--- config.mk ---
export PLATFORM = sky130hd
export DESIGN_NAME = serial_pattern_detector
export DESIGN_NICKNAME = d
export VERILOG_FILES = /design/src/rtl/serial_pattern_detector_pkg.sv /design/src/rtl/serial_pattern_detector.sv
export SDC_FILE = /design/constraint.sdc
export NUM_CORES = 1
export LEC_CHECK = 0
export CAP_MARGIN = 20
export CORE_MARGIN = 2
export CORE_UTILIZATION = 50
export DETAILED_ROUTE_END_ITERATION = 10
export HOLD_SLACK_MARGIN = 0.15
export PLACE_DENSITY = 0.79
export SYNTH_ARGS = -nofsm -noshare
export SYNTH_HDL_FRONTEND = slang
export SYNTH_SLANG_ARGS = --single-unit
export TNS_END_PERCENT = 10
--- constraint.sdc ---
create_clock -name i_clk -period 1.5 [get_ports i_clk]
set_input_delay 0.3 -clock i_clk [delete_from_list [all_inputs] [get_ports i_clk]]
set_output_delay 0.3 -clock i_clk [all_outputs]
set_load 0.05 [all_outputs]
--- src/rtl/serial_pattern_detector_pkg.sv ---
// -----------------------------------------------------------------------------
// serial_pattern_detector_pkg
// Shared constants for the serial pattern detector and the downstream
// per-second hit counter that consumes its o_hit pulse.
//   DEF_PAT_W    : default pattern length in bits
//   DEF_PATTERN  : default target sequence (ASCII "HB"), MSB received first,
//                  zero-extended to 32 bits so any PAT_W up to 32 can slice it
//   HIT_CNT_W    : width of the downstream hit counter
// -----------------------------------------------------------------------------
package serial_pattern_detector_pkg;

   localparam int unsigned DEF_PAT_W   = 16;
   localparam logic [31:0] DEF_PATTERN = 32'h0000_4842;
   localparam int unsigned HIT_CNT_W   = 16;

endpackage : serial_pattern_detector_pkg

--- src/rtl/serial_pattern_detector.sv ---
// -----------------------------------------------------------------------------
// serial_pattern_detector
// Shifts valid serial RX bits into a PAT_W-bit register and pulses o_hit for
// one cycle, one cycle after the bit that completes PATTERN. A fill counter
// blocks matches until PAT_W fresh bits have arrived since reset/restart.
//
// Parameters
//   PAT_W    : pattern length, 2..32
//   PATTERN  : target sequence, low PAT_W bits used, MSB received first
// Ports
//   i_clk        : clock, rising edge
//   i_rst        : synchronous active-high reset (wins over i_bit_valid)
//   i_bit        : serial data bit
//   i_bit_valid  : i_bit is sampled only when high
//   o_hit        : registered one-cycle match pulse
//   o_armed      : registered, high when at least PAT_W-1 bits are held
//
// Build option
//   DETECT_OVERLAP_EN : when defined, fill stays saturated after a hit so
//                       overlapping matches are reported; otherwise a hit
//                       clears fill and the next match needs PAT_W new bits.
// -----------------------------------------------------------------------------
module serial_pattern_detector
   import serial_pattern_detector_pkg::*;
#(
   parameter int unsigned PAT_W   = DEF_PAT_W,
   parameter logic [31:0] PATTERN = DEF_PATTERN
) (
   input  logic i_clk,
   input  logic i_rst,
   input  logic i_bit,
   input  logic i_bit_valid,
   output logic o_hit,
   output logic o_armed
);

   localparam int unsigned      FILL_W   = $clog2(PAT_W + 1);
   localparam logic [PAT_W-1:0] PAT      = PATTERN[PAT_W-1:0];
   localparam logic [FILL_W-1:0] FILL_ARM = FILL_W'(PAT_W - 1);
   localparam logic [FILL_W-1:0] FILL_MAX = FILL_W'(PAT_W);

   logic [PAT_W-1:0]  sr_q, sr_d;
   logic [FILL_W-1:0] fill_q, fill_d;
   logic              hit_q, hit_d;
   logic              armed_q, armed_d;
   logic [PAT_W-1:0]  shifted;
   logic              match;

   always_comb begin
      sr_d    = sr_q;
      fill_d  = fill_q;
      hit_d   = 1'b0;
      shifted = {sr_q[PAT_W-2:0], i_bit};
      // fill_q >= PAT_W-1 means the incoming bit makes a full, fresh window
      match   = i_bit_valid && (shifted == PAT) && (fill_q >= FILL_ARM);

      if (i_bit_valid) begin
         sr_d   = shifted;
         fill_d = (fill_q == FILL_MAX) ? FILL_MAX : fill_q + 1'b1;
      end

      if (match) begin
         hit_d = 1'b1;
`ifdef DETECT_OVERLAP_EN
         fill_d = FILL_MAX;
`else
         fill_d = '0;
`endif
      end

      // armed follows the fill value that will be held next cycle
      armed_d = (fill_d >= FILL_ARM);
   end

   always_ff @(posedge i_clk) begin
      if (i_rst) begin
         sr_q    <= '0;
         fill_q  <= '0;
         hit_q   <= 1'b0;
         armed_q <= 1'b0;
      end else begin
         sr_q    <= sr_d;
         fill_q  <= fill_d;
         hit_q   <= hit_d;
         armed_q <= armed_d;
      end
   end

   assign o_hit   = hit_q;
   assign o_armed = armed_q;

endmodule : serial_pattern_detector

==> impl_results.md <==
- Outcome: finished with violations
- Violations in the final reports: negative setup slack
- Drt drc: 0
- Post-synthesis area per instance: 9.75 um^2
- Wire length of the first global-routing pass: 3110 um
- Final hold violations: 0
- 1st-pass router iterations: 4
- Setup crit start kind: register
- All-Layer GR Usage: 20.5%
- Category of the critical setup timing path: register to register
- Number of buffers inserted during clock tree synthesis: 3
- Worst setup path startpoint: fill_q[0]
- Critical register-to-register path endpoint: o_armed
- Combinational share of power: 11.1%
- Part of the total power dissipated in the clock network: 37.8%
- Fraction of layout cells with a size suffix above 1: 24.6%
- Series of cell instances along the critical path: ha_4 > and3_4 > ha_4 > nor2_4 > a2111oi_4 > a41o_2 > o21ba_1
- DP HPWL: 1290 um
- DIE HEIGHT: 47.3 um
- TritonCTS clock tree: yes
- Source-to-sink clock delay at the later pin of the worst-skew pair: 310 ps
- Sequential share of the synthesized area: 47.1%
- Area growth from synthesis to layout: 30.9%
- Clk sink count: 22
- Clock transition time at the flip-flop clock pins of the worst setup and hold paths: 120 ps
- Overflow after GRT: 0
- Setup slack of the worst register-to-register path: -210 ps
- Met3 WL post-DR: 27 um
- Detailed Route Iter0 Violations: 10
- Initial antenna violation count: 0
- Via total after detailed routing: 732
- Logic depth of the worst path, buffers included: 7
- Cell repeated most along the worst path: ha_4
- Sequential power share: 51.1%
- Number of buffer cells added on primary ports: 5
- Detailed-routed wire length on met2: 855 um
- Net count after synthesis: 103
- Drt wl/cell: 13.2 um
- Final-report setup violation count: 7
- CP delay by family, top: compound AO/OA/AOI/OAI gates
- Worst path slowest cell: dfxtp_2
- Vias in the first global route: 673
- Global placement routability congestion: 0.829
- Placement row count: 15
- Cells after synthesis: 96
- Worst endpoint required time: 1710 ps
- Clock root buffer master: clkbuf_4
- Min-delay worst type: register to register
- Number of warning messages in the yosys log: 0
- Hold depth: 2
- Launching point of the worst reg2reg path: fill_q[0]
- H-tree depth reported by CTS: 1
- Worst Path Max Fanout: 6
- Actual transition at the worst max-transition pin: 451 ps
- Setup tns final: -846 ps
- Clk_skew: 5.99 ps
- Detailed Route WL: 1830 um
- Time the worst path needs with I/O delays and setup: 1710 ps
- Arrival time of data at the critical path endpoint: 1920 ps
- Distinct cells, synth: 27
- Most area-consuming cells after synthesis: dfxtp_1 (47%), mux2i_1 (16%), nor2_1 (8.4%)
- Setup repair after global routing missed its margin: yes
- Synthesized cell area: 936 um^2
- Post-detailed-route count of antenna-violating nets: 0
- Ports placed on the boundary: 6
- Pre-CTS worst setup slack: -321 ps
- Achievable frequency: 584 MHz
- Net switching power: 256 uW
- Min-delay src: sr_q[3]
- Die footprint: 2230 um^2
- Metal-1 WL: 906 um
- Deepest clock path buffer count: 2
- Internal Power: 934 uW
- Cell type contributing the most total cell area after synthesis: dfxtp_1
- # Max-Cap Violations: 0
- Headroom to the max-slew limit: 69.5%
- Static Leakage: 0.000499 uW
- Max layer used: met4
- Count of state elements after synthesis: 22
- Most frequent cells in the layout: nor2_1 (20), dfxtp_1 (20), mux2i_1 (15)
- Final period util: 114%
- Ant diodes: 0
- Power density relative to cell area: 972 nW/um^2
- Via-to-Cell Ratio: 5.27
- Worst path setup slack after routing: -211 ps
- Count of buffer and inverter cells on the critical path: 0
- Floorplan die width: 47.3 um
- Final net count: 122
- Worst Setup End Kind: register
- Starting Density: 53.6%
- Total core area: 1750 um^2
- Pin count of the biggest net entering global routing: 18
- Worst R2R Path Depth: 7
- Fraction of power spent switching nets: 21.5%
- Final count of pins violating max slew: 0
- Synth top area share: 47.1%
- Largest voltage drop on the vdd net: 823 uV
- Largest stage delay, worst path: 370 ps
- Number of filler cells placed in the layout: 138
- End point of the critical path: o_armed
synthesized netlist by cell type, drive strengths merged:
master	number
a21oi	2
nor2	21
xnor2	1
a221oi	1
nand4bb	1
a311o	1
nand2	2
nor3	1
nand3	1
nor2b	1
nand2b	1
clkbuf	1
mux2i	15
nor4b	2
a2111oi	1
and3	1
or3	1
a31oi	2
a41o	1
o21ba	1
nand4	4
nand4b	1
buf	4
dfxtp	22
inv	4
ha	3
flip-flops by register name (all words and copies together), names as in the netlist:
| signal | count |
|---|---|
| o_hit | 1 |
| sr_q | 15 |
| o_armed | 1 |
| fill_q | 5 |
how the worst min path moves through the flow:
stage                           to  slack (ps)
after floorplan            sr_q[0]         450
final                      sr_q[3]         540
after global placement     sr_q[0]         500
after CTS                 sr_q[14]         540
after global routing      sr_q[11]         570
after detailed placement  sr_q[14]         510
metrics by stage:
| stage | utilization (%) | power (uW) | cells | hold slack [ps] | instance area [um^2] |
|---|---|---|---|---|---|
| after floorplan | - | 689 | 96 | 447 | 936 |
| after global placement | 64.2 | 742 | 135 | 498 | 1120 |
| after detailed placement | 64.2 | 745 | 135 | 513 | 1120 |
| after CTS | 70.6 | 1200 | 140 | 545 | 1230 |
| after global routing | 70.2 | 1240 | 139 | 572 | 1220 |
| final | 70.2 | 1190 | 139 | 543 | 1220 |
layer usage:
layer	vias to the layer above	GRT usage, %
li1	380	-
met1	342	26.8
met2	6	32.2
met3	4	2.69
met4	0	11.7
met5	-	0
cell type report:
class	count	area (um^2)	share of cell area, %
clock inverters	1	30.0	2.45
repair buffers	19	175	14.3
inverters	4	15.0	1.23
flip-flops and latches	22	443	36.2
clock buffers	3	22.5	1.84
multi-input cells	65	508	41.5
well taps	25	31.3	2.55
power groups by stage:
| stage | clock network, uW | logic [uW] | registers [uW] |
|---|---|---|---|
| 6_report | 449 | 133 | 608 |
| 5_1_grt | 483 | 146 | 610 |
| 4_1_cts | 457 | 131 | 609 |
| 3_5_place_dp | 0 | 127 | 618 |
| 3_3_place_gp | 0 | 125 | 617 |
| 2_1_floorplan | 0 | 63.9 | 625 |
worst register-to-register path, delay by kind of cell, from the launching register on:
family	cells	cell delay, ps
and+or+nand+nor	2	230
AOI/OAI and AO/OA	3	760
adders and majority gates	2	270
DFF	1	370
kinds of logic after synthesis:
group / count (synthesis) / synth area share [%]
and+or+nand+nor: 37 / 19.7
buffers and inverters: 9 / 4.01
AOI/OAI and AO/OA: 9 / 8.29
muxes: 15 / 16.0
DFF: 22 / 47.1
xor gates and xnor gates: 1 / 0.936
adders and majority gates: 3 / 4.01
what timing repair did:
| item | CTS | global route |
|---|---|---|
| hold buffers | 0 | 0 |
| setup endpoints to repair | 7 | 7 |
| pin swaps | 5 | 5 |
| resized for setup | 10 | 0 |
| gates cloned | 0 | 0 |
| setup buffers | 1 | 0 |
Power figures use the tool's default switching activity.
